File: src/rtl/dispatch_pkg.sv
`default_nettype none
// ============================================================================
// Module   : dispatch_pkg
// Purpose  : Shared opcode constants, decoded-op record and decode helpers
//            for the dual-issue dispatch queue.
// Contents : OP_LOAD/OP_STORE/OP_BRANCH, dec_t, decode(), is_mem_op(),
//            raw_hazard()
// Revision : 1.0 - initial release
// ============================================================================
package dispatch_pkg;

    localparam logic [6:0] OP_LOAD   = 7'b0000011;
    localparam logic [6:0] OP_STORE  = 7'b0100011;
    localparam logic [6:0] OP_BRANCH = 7'b1100011;

    typedef struct packed {
        logic       is_mem;
        logic       writes_rd;
        logic [4:0] rd;
        logic [4:0] rs1;
        logic [4:0] rs2;
    } dec_t;

    function automatic dec_t decode(input logic [31:0] instr);
        dec_t d;
        d.is_mem    = (instr[6:0] == OP_LOAD) || (instr[6:0] == OP_STORE);
        d.writes_rd = (instr[6:0] != OP_STORE) && (instr[6:0] != OP_BRANCH) &&
                      (instr[11:7] != 5'd0);
        d.rd        = instr[11:7];
        d.rs1       = instr[19:15];
        d.rs2       = instr[24:20];
        return d;
    endfunction

    function automatic logic is_mem_op(input dec_t d);
        return d.is_mem;
    endfunction

    // Younger op reads a register the older op writes. The rs2 field is
    // compared even for formats where it holds immediate bits; that only
    // errs toward splitting the pair, never toward a wrong dual issue.
    function automatic logic raw_hazard(input dec_t older, input dec_t younger);
        return older.writes_rd &&
               ((younger.rs1 == older.rd) || (younger.rs2 == older.rd));
    endfunction

endpackage
`default_nettype wire

File: src/rtl/dispatch_fifo.sv
`default_nettype none
// ============================================================================
// Module   : dispatch_fifo
// Purpose  : DEPTH-entry circular buffer; pops 0..2 from the head and pushes
//            0..2 at the tail each cycle, exposes head and head+1.
// Ports    : clk, rstn_i (async active-low), clear_i (sync drop-all),
//            pop_cnt_i, push_cnt_i, push0_i/push1_i (program order),
//            head0_o/head1_o (peek), count_o (occupancy)
// Revision : 1.0 - initial release
// ============================================================================
module dispatch_fifo #(
    parameter int WIDTH = 32,
    parameter int DEPTH = 4
) (
    input  logic                   clk,
    input  logic                   rstn_i,
    input  logic                   clear_i,
    input  logic [1:0]             pop_cnt_i,
    input  logic [1:0]             push_cnt_i,
    input  logic [WIDTH-1:0]       push0_i,
    input  logic [WIDTH-1:0]       push1_i,
    output logic [WIDTH-1:0]       head0_o,
    output logic [WIDTH-1:0]       head1_o,
    output logic [$clog2(DEPTH):0] count_o
);

    localparam int PW = $clog2(DEPTH);
    localparam int CW = PW + 1;

    logic [WIDTH-1:0] r_mem [DEPTH];
    logic [PW-1:0]    r_head;
    logic [PW-1:0]    r_tail;
    logic [CW-1:0]    r_count;

    logic [PW-1:0]    w_tail1;
    logic [PW-1:0]    w_head1;

    // DEPTH is a power of two, so plain pointer overflow gives the wrap.
    assign w_tail1 = r_tail + PW'(1);
    assign w_head1 = r_head + PW'(1);

    always_ff @(posedge clk) begin
        if (!clear_i) begin
            if (push_cnt_i != 2'd0) begin
                r_mem[r_tail] <= push0_i;
            end
            if (push_cnt_i == 2'd2) begin
                r_mem[w_tail1] <= push1_i;
            end
        end
    end

    always_ff @(posedge clk or negedge rstn_i) begin
        if (!rstn_i) begin
            r_head  <= '0;
            r_tail  <= '0;
            r_count <= '0;
        end else if (clear_i) begin
            r_head  <= '0;
            r_tail  <= '0;
            r_count <= '0;
        end else begin
            r_head  <= r_head + PW'(pop_cnt_i);
            r_tail  <= r_tail + PW'(push_cnt_i);
            r_count <= r_count - CW'(pop_cnt_i) + CW'(push_cnt_i);
        end
    end

    assign head0_o = r_mem[r_head];
    assign head1_o = r_mem[w_head1];
    assign count_o = r_count;

endmodule
`default_nettype wire

File: src/rtl/dual_issue_dispatch_queue.sv
`default_nettype none
// ============================================================================
// Module   : dual_issue_dispatch_queue
// Purpose  : Dual-issue dispatcher. Picks up to two ops per cycle from the
//            oldest two of {queue head, head+1, fetched pair}; slot 0 owns
//            the memory port, slot 1 is ALU-only. Unissued ops wait in an
//            in-order pending queue.
// Ports    : clk, rstn_i (async active-low)
//            instr1_i/valid1_i, instr2_i/valid2_i, fetch_ready_o  (fetch)
//            issue_ready_i, flush_i                              (control)
//            slot0_instr_o/valid_o, slot1_instr_o/valid_o,
//            order_change_o, split_o, q_count_o                  (issue)
// Revision : 1.0 - initial release
// ============================================================================
module dual_issue_dispatch_queue
    import dispatch_pkg::*;
#(
    parameter int ILEN         = 32,
    parameter int DEPTH        = 4,
    parameter int HAZARD_CHECK = 1
) (
    input  logic                   clk,
    input  logic                   rstn_i,
    input  logic [ILEN-1:0]        instr1_i,
    input  logic [ILEN-1:0]        instr2_i,
    input  logic                   valid1_i,
    input  logic                   valid2_i,
    output logic                   fetch_ready_o,
    input  logic                   issue_ready_i,
    input  logic                   flush_i,
    output logic [ILEN-1:0]        slot0_instr_o,
    output logic                   slot0_valid_o,
    output logic [ILEN-1:0]        slot1_instr_o,
    output logic                   slot1_valid_o,
    output logic                   order_change_o,
    output logic                   split_o,
    output logic [$clog2(DEPTH):0] q_count_o
);

    localparam int CW = $clog2(DEPTH) + 1;

    logic [CW-1:0]   w_count;
    logic [ILEN-1:0] w_q0;
    logic [ILEN-1:0] w_q1;
    logic            w_accept;
    logic [1:0]      w_in_cnt;

    logic [ILEN-1:0] w_a;
    logic [ILEN-1:0] w_b;
    logic            w_a_valid;
    logic            w_b_valid;
    logic            w_mem_a;
    logic            w_mem_b;
    logic            w_raw;

    logic [1:0]      w_n_issue;
    logic [1:0]      w_pop;
    logic [1:0]      w_in_iss;
    logic [1:0]      w_push_cnt;
    logic [ILEN-1:0] w_push0;

    // Readiness depends on occupancy only, so fetch never sees a
    // combinational path from its own valids.
    assign fetch_ready_o = (CW'(DEPTH) - w_count) >= CW'(2);
    assign w_accept      = valid1_i & fetch_ready_o;
    assign w_in_cnt      = w_accept ? (valid2_i ? 2'd2 : 2'd1) : 2'd0;
    assign q_count_o     = w_count;

    // Window: two oldest valid ops, queue entries first.
    always_comb begin
        w_a       = '0;
        w_b       = '0;
        w_a_valid = 1'b0;
        w_b_valid = 1'b0;
        if (w_count >= CW'(2)) begin
            w_a       = w_q0;
            w_b       = w_q1;
            w_a_valid = 1'b1;
            w_b_valid = 1'b1;
        end else if (w_count == CW'(1)) begin
            w_a       = w_q0;
            w_a_valid = 1'b1;
            w_b       = instr1_i;
            w_b_valid = w_accept;
        end else begin
            w_a       = instr1_i;
            w_a_valid = w_accept;
            w_b       = instr2_i;
            w_b_valid = w_accept & valid2_i;
        end
    end

    assign w_mem_a = is_mem_op(decode(w_a[31:0]));
    assign w_mem_b = is_mem_op(decode(w_b[31:0]));
    assign w_raw   = (HAZARD_CHECK != 0) &&
                     raw_hazard(decode(w_a[31:0]), decode(w_b[31:0]));

    // Issue selection. Issued ops are always a prefix (A, or A then B) of
    // the window, which keeps the queue update a simple pop/push count.
    always_comb begin
        slot0_instr_o  = '0;
        slot0_valid_o  = 1'b0;
        slot1_instr_o  = '0;
        slot1_valid_o  = 1'b0;
        order_change_o = 1'b0;
        split_o        = 1'b0;
        w_n_issue      = 2'd0;
        if (issue_ready_i && !flush_i && w_a_valid) begin
            if (!w_b_valid) begin
                slot0_instr_o = w_a;
                slot0_valid_o = 1'b1;
                w_n_issue     = 2'd1;
            end else if ((w_mem_a && w_mem_b) || w_raw) begin
                split_o   = 1'b1;
                w_n_issue = 2'd1;
                // An ALU op ahead of a dependent mem op goes out on slot 1
                // so the mem port stays free for the waiting consumer.
                if (!w_mem_a && w_mem_b) begin
                    slot1_instr_o = w_a;
                    slot1_valid_o = 1'b1;
                end else begin
                    slot0_instr_o = w_a;
                    slot0_valid_o = 1'b1;
                end
            end else if (!w_mem_a && w_mem_b) begin
                slot0_instr_o  = w_b;
                slot0_valid_o  = 1'b1;
                slot1_instr_o  = w_a;
                slot1_valid_o  = 1'b1;
                order_change_o = 1'b1;
                w_n_issue      = 2'd2;
            end else begin
                slot0_instr_o = w_a;
                slot0_valid_o = 1'b1;
                slot1_instr_o = w_b;
                slot1_valid_o = 1'b1;
                w_n_issue     = 2'd2;
            end
        end
    end

    // Split the issued count between queue entries and incoming ops.
    always_comb begin
        if (w_count >= CW'(2)) begin
            w_pop = w_n_issue;
        end else if (w_count == CW'(1)) begin
            w_pop = (w_n_issue != 2'd0) ? 2'd1 : 2'd0;
        end else begin
            w_pop = 2'd0;
        end
    end

    assign w_in_iss   = w_n_issue - w_pop;
    assign w_push_cnt = w_in_cnt - w_in_iss;
    assign w_push0    = (w_in_iss == 2'd0) ? instr1_i : instr2_i;

    dispatch_fifo #(
        .WIDTH (ILEN),
        .DEPTH (DEPTH)
    ) u_fifo (
        .clk        (clk),
        .rstn_i     (rstn_i),
        .clear_i    (flush_i),
        .pop_cnt_i  (w_pop),
        .push_cnt_i (w_push_cnt),
        .push0_i    (w_push0),
        .push1_i    (instr2_i),
        .head0_o    (w_q0),
        .head1_o    (w_q1),
        .count_o    (w_count)
    );

endmodule
`default_nettype wire
File: config.mk
export PLATFORM = sky130hd
export DESIGN_NAME = dual_issue_dispatch_queue
export DESIGN_NICKNAME = d
export VERILOG_FILES = /design/src/rtl/dispatch_pkg.sv /design/src/rtl/dispatch_fifo.sv /design/src/rtl/dual_issue_dispatch_queue.sv
export SDC_FILE = /design/constraint.sdc
export NUM_CORES = 1
export LEC_CHECK = 0
export ABC_CLOCK_PERIOD_IN_PS = 15700
export CORE_ASPECT_RATIO = 1.5
export CORE_MARGIN = 1.5
export CORE_UTILIZATION = 40
export CTS_CLUSTER_SIZE = 25
export DETAILED_ROUTE_END_ITERATION = 16
export GPL_ROUTABILITY_DRIVEN = 0
export SKIP_LAST_GASP = 1
export SLEW_MARGIN = 20
export SYNTH_ARGS = -nofsm -noshare
export SYNTH_HDL_FRONTEND = slang
export SYNTH_HIERARCHICAL = 1
export SYNTH_SLANG_ARGS = --single-unit
File: constraint.sdc
create_clock -name clk -period 15.7 [get_ports clk]
set_input_delay 1.57 -clock clk [delete_from_list [all_inputs] [get_ports clk]]
set_output_delay 1.57 -clock clk [all_outputs]
set_load 0.01 [all_outputs]
==> impl_metrics.toml, run 1 <==
[drt]
viasPerCell = 6.26
drt-total-wl_um = 33400
ant_nets = 0
post_drt_wl_per_cell_um = 26.6
drt_iter0_drc = 683
drc = 0
drtPass1Iterations = 7
via_count = 7863

[pwr]
p_per_area_nw_per_um2 = 204
ir_drop_mv = 0.0889
report.power.total_mw = 2.55
leakage_nw = 4.29

[global_routing]
overflow = 0
grt_pass1_vias = 8023
antenna_found_initial = 1
grt_max_degree = 41
grt_use_total_pct = 24.9
grt_pass1_wl_um = 49100

[clocking]
cts_resized = 0
clk_pin_slew_worst_paths_ns = 0.06
cts_buffers = 17
postCtsHoldBufs = 0
cts_buffer_depth = 2
clock_latency_ns = 0.43
clock-root-buffer = "clkbuf_16"
cts_tree = "done"
cts_setup_buffers = 0
htree_levels = 4
cts.sinks = 135

[place]
dpl_cell_area_sq_um = 12000
dpl.hpwl_um = 21200
place.port_buffers = 141

[synthesis]
ys_seq_area_share_pct = 39.0
ys_async_sr_fraction_pct = 5.19
synth_edf_count = 128
syn_nets = 884
synth_warnings = 6
synth.distinct_cells = 57
syn_inst = 803
synth_seq_cells = 135
syn_area_sq_um = 10300
synthFlopType = "edfxtp_1"
syn_avg_cell_area_sq_um = 12.8

[worst_setup_path]
required_ns = 15.79
crit_fanout = 39
critical_path_class = "flop to flop"
crit_path_end_kind = "flop"
cp-start-kind = "flop"
crit_arrival_ns = 7.87

[timing]
worst_pin_slew_ns = 1.12
fin_tns_setup_ns = 0
min_period_ns = 7.78
period_share_pct = 49.6
maxSlewHeadroom_pct = 25.0
rsz0062_at_grt = "false"
fmax_mhz = 128
finalClockSkew_ns = 0.00740
finalHoldWorstSlack_ns = 0.712
hold_viol_final = 0
finalSetupViolations = 0
slew_viol_final = 0

[floorplan]
core_area_sq_um = 25200
ios = 142
start_util_pct = 40.9
die_area_sq_um = 26800
fp-row-count = 71
dieWidth_um = 134
die_h_um = 200

[status]
status = "finished clean"

[final_layout]
finalNetCount = 996
fin_area_sq_um = 12500
final_util_pct = 49.7
mostFrequentLayoutCells = "141 x clkdlybuf4s50_1, 136 x mux2_2, 128 x edfxtp_1, 64 x mux2i_1, 64 x mux4_2"
seqCellArea_sq_um = 4020
nFillCells = 2296
layout-drive-gt1-share_pct = 32.9
syn2layout_area_growth_pct = 21.7
n_antenna_cell = 0
mostFrequentLayoutCell = "clkdlybuf4s50_1"
multi_input_area_sq_um = 5790

[job]
max-cap-violations = 0

[worst_hold_path]
hold_path_class = "flop to flop"
## layout make-up
cell class | instances | share of cell area, %
Tap cell | 328 | 3.27
Inverter | 43 | 1.29
Sequential cell | 135 | 32.1
Multi-Input combinational cell | 555 | 46.1
Clock buffer | 18 | 3.42
Clock inverter | 14 | 1.26
Timing Repair Buffer | 163 | 12.6
## per-layer routing
layer | routed length (um) | part of all wire (%) | global-route usage, % | up-vias
met4 | 841 | 2.5 | 9.00 | 2
li1 | - | - | - | 3432
met2 | 17800 | 53 | 45.7 | 365
met3 | 2060 | 6.2 | 3.37 | 62
met1 | 12700 | 38 | 29.6 | 4002
met5 | 13 | 0.039 | 0 | -
## critical path: stages (launching register included)
cell       delay (ns)
dfrtp_4          0.77
buf_4            0.72
mux4_2           0.60
nand4bb_1        0.26
nor3_1           0.22
o21ai_2          0.15
nor4_1           0.68
a21oi_2          0.18
a21oi_1          0.33
ha_1             0.30
clkinv_1         0.05
buf_4            0.53
ha_1             0.28
xor2_1           0.08
xnor2_1          0.46
nor2b_1          0.29
a21oi_1          0.11
nor3_2           0.86
buf_4            0.52
## cells in the mapped netlist, types with 5 or more instances
library cell  number  area [sq um]
buf_4             11          82.6
o21ai_0            7          35.0
xor2_1             6          52.6
inv_1             42           158
xnor2_1           12           105
mux2_1             6          67.6
edfxtp_1         128          3840
nand4_1           32           200
nor2_1            33           124
dfrtp_1            7           175
nand3_1            6          30.0
o31ai_1            5          37.5
a21oi_1           23           115
nor2b_1            6          37.5
mux2i_1           64           641
nand2_1           15          56.3
o31ai_2           30           375
ha_1               9           113
nor3_1             6          30.0
mux4_2            64          1440
buf_1              8          30.0
o22ai_1           57           357
buf_6             11           124
buf_2             22           110
clkbuf_1          18          67.6
mux2_2           136          1530
## power by group
group | internal [mW] | switching, mW | leakage, nW
sequential | 0.602 | 0.0776 | 1.26
combinational | 0.682 | 0.791 | 2.74
clock | 0.248 | 0.155 | 0.281
## sequential cells by signal, indices dropped and copies added (netlist names)
register,cells
u_fifo/r_mem,128
u_fifo/count_o,3
u_fifo/r_head,2
u_fifo/r_tail,2
## worst paths after layout
check,start,endpoint,slack (ns),depth (start not counted)
setup / recovery,u_fifo/r_head[1],u_fifo/r_mem[1][15],7.92,18
hold / removal,u_fifo/r_tail[1],u_fifo/r_tail[1],0.71,2
setup reg to reg,u_fifo/r_head[1],u_fifo/r_mem[1][15],7.92,18
hold reg to reg,u_fifo/r_tail[1],u_fifo/r_tail[1],0.71,2
max in group asynchronous,rstn_i,u_fifo/r_head[1],13.97,1
min in group asynchronous,rstn_i,u_fifo/count_o[2],1.42,1
## metrics by stage
step           setup WS, ns  std cells
5_1_grt                7.42       1256
3_5_place_dp           7.66       1224
2_1_floorplan          7.95        803
3_3_place_gp           7.81       1224
4_1_cts                7.85       1256
6_report               7.92       1256
## logic make-up (layout without fill, tap and decap cells)
logic type	after synthesis	in the layout	share of synthesized area, %
adder cells (fa/ha/maj)	11	11	1.48
flip-flops	135	135	39.0
buffers and inverters	113	238	5.58
AO/OA/AOI/OAI	134	134	10.1
multiplexers	270	270	35.7
AND/OR/NAND/NOR	121	121	6.54
XOR/XNOR	19	19	1.69
No activity file was read; power rests on OpenSTA's default activity.
==> run 2, diff against run 1 <==
--- a/config.mk
+++ b/config.mk
@@ -5,7 +5,7 @@
 export SDC_FILE = /design/constraint.sdc
 export NUM_CORES = 1
 export LEC_CHECK = 0
-export ABC_CLOCK_PERIOD_IN_PS = 15700
+export ABC_CLOCK_PERIOD_IN_PS = 7600
 export CORE_ASPECT_RATIO = 1.5
 export CORE_MARGIN = 1.5
 export CORE_UTILIZATION = 40
==> constraint.sdc (replaced) <==
create_clock -name clk -period 7.6 [get_ports clk]
set_input_delay 0.76 -clock clk [delete_from_list [all_inputs] [get_ports clk]]
set_output_delay 0.76 -clock clk [all_outputs]
set_load 0.01 [all_outputs]
==> run 2 against run 1 <==
Against the previous run: sequential cell count unchanged; routed wire length increased by 1.4%; critical path depth increased by 2; critical path type unchanged; largest power group unchanged.
==> impl_metrics.toml, run 2 (synthesized netlist as in run 1, its figures left out) <==
[worst_hold_path]
hold_path_class = "input pin to async pin"

[global_routing]
grt_pass1_vias = 8202
antenna_found_initial = 0
grt_pass1_wl_um = 50200
grt_max_degree = 36
grt_use_total_pct = 25.6
overflow = 0

[worst_setup_path]
required_ns = 7.73
crit_arrival_ns = 6.40
crit_fanout = 35
crit_path_end_kind = "flop"
cp-start-kind = "flop"
critical_path_class = "flop to flop"

[drt]
viasPerCell = 6.33
post_drt_wl_per_cell_um = 26.8
drtPass1Iterations = 5
drt-total-wl_um = 33900
drc = 0
via_count = 7983
drt_iter0_drc = 658
ant_nets = 0

[pwr]
ir_drop_mv = 0.181
leakage_nw = 4.33
p_per_area_nw_per_um2 = 421

[timing]
fmax_mhz = 159
min_period_ns = 6.28
hold_viol_final = 0
slew_viol_final = 0
period_share_pct = 82.6
finalSetupViolations = 0
worst_pin_slew_ns = 1.08
fin_tns_setup_ns = 0
rsz0062_at_grt = "false"
maxSlewHeadroom_pct = 28.3
finalClockSkew_ns = 0.00720

[clocking]
cts_resized = 0
cts_buffers = 17
cts_buffer_depth = 2
cts_setup_buffers = 0
clock-root-buffer = "clkbuf_16"
postCtsHoldBufs = 0
htree_levels = 4
clk_pin_slew_worst_paths_ns = 0.06
clock_latency_ns = 0.43
cts_tree = "done"
cts.sinks = 135

[place]
dpl_cell_area_sq_um = 12000
dpl.hpwl_um = 22000
place.port_buffers = 141
dp.cells = 1232

[job]
max-cap-violations = 0

[final_layout]
seqCellArea_sq_um = 4020
nFillCells = 2265
multi_input_area_sq_um = 5780
fin_area_sq_um = 12600
largest-register = "u_fifo/r_mem"
mostFrequentLayoutCell = "clkdlybuf4s50_1"
finalNetCount = 1004
syn2layout_area_growth_pct = 22.2
layout-drive-gt1-share_pct = 33.2
n_antenna_cell = 0
final_cell_count_no_fill = 1262
final_util_pct = 50.0
mostFrequentLayoutCells = "141 x clkdlybuf4s50_1, 136 x mux2_2, 128 x edfxtp_1, 64 x mux2i_1, 64 x mux4_2"
largest_register_ff_count = 128

[floorplan]
fp-row-count = 71
dieWidth_um = 134
core_area_sq_um = 25200
start_util_pct = 40.9
die_area_sq_um = 26800
ios = 142
die_h_um = 200

[status]
status = "finished clean"
## run 2: cell count changes in the layout (fill, tap and decap cells not counted)
cell	previous run	this run
clkinv_1	3	2
inv_6	1	0
clkinv_4	1	0
nand3_1	5	6
buf_4	22	28
clkinv_2	4	5
clkinvlp_4	3	2
buf_12	0	2
clkbuf_1	1	2
nand3_2	2	1
## run 2: per-layer routing
metal  part of all wire, %  global-route usage, %
met5                     0                      0
met4                   4.0                   11.6
met3                   5.6                   4.69
met2                    53                   46.3
met1                    37                   29.2
## run 2: critical path, stage by stage, from the launching register on
cell	delay, ns
dfrtp_1	0.49
inv_1	0.13
ha_2	0.21
buf_4	0.57
mux2_2	0.42
mux2i_1	0.38
xnor2_1	0.17
nand3_1	0.13
o32ai_4	0.40
a21oi_2	0.17
o21ai_0	0.19
o21ai_0	0.10
ha_1	0.35
clkinv_1	0.11
ha_1	0.21
xor2_1	0.17
xnor2_1	0.42
nor2b_1	0.28
nand3b_1	0.16
a21oi_4	0.59
buf_12	0.28
## run 2: worst paths after layout
check                      cells past startpoint                  end  slack (ns)               from
max                                           20  u_fifo/r_mem[2][17]        1.32  u_fifo/count_o[1]
min                                            1     u_fifo/r_tail[1]        0.61             rstn_i
max reg2reg                                   20  u_fifo/r_mem[2][17]        1.32  u_fifo/count_o[1]
min reg2reg                                    2     u_fifo/r_tail[1]        0.70   u_fifo/r_tail[1]
max in group asynchronous                      1     u_fifo/r_head[1]        6.69             rstn_i
min in group clk                               2     u_fifo/r_tail[1]        0.70   u_fifo/r_tail[1]
## run 2: final cells by class
type,instances,area share (%)
clock buffers,19,3.43
clock inverters,11,1.06
inverters,43,1.28
multi-input cells,555,45.9
flip-flops and latches,135,31.9
well taps,328,3.26
repair buffers,171,13.2
## run 2: power by group
| part | internal, mW | switching, mW |
|---|---|---|
| clock | 0.507 | 0.312 |
| sequential | 1.24 | 0.149 |
| combinational | 1.43 | 1.67 |
## run 2: per-stage QoR
stage,worst slack [ns],hold slack [ns],power (mW)
after detailed placement,1.42,0.694,4.46
after global routing,0.946,0.631,5.57
after global placement,1.50,0.678,4.43
final,1.32,0.608,5.31
after floorplan,0.142,0.464,3.54
after CTS,1.39,0.607,5.30
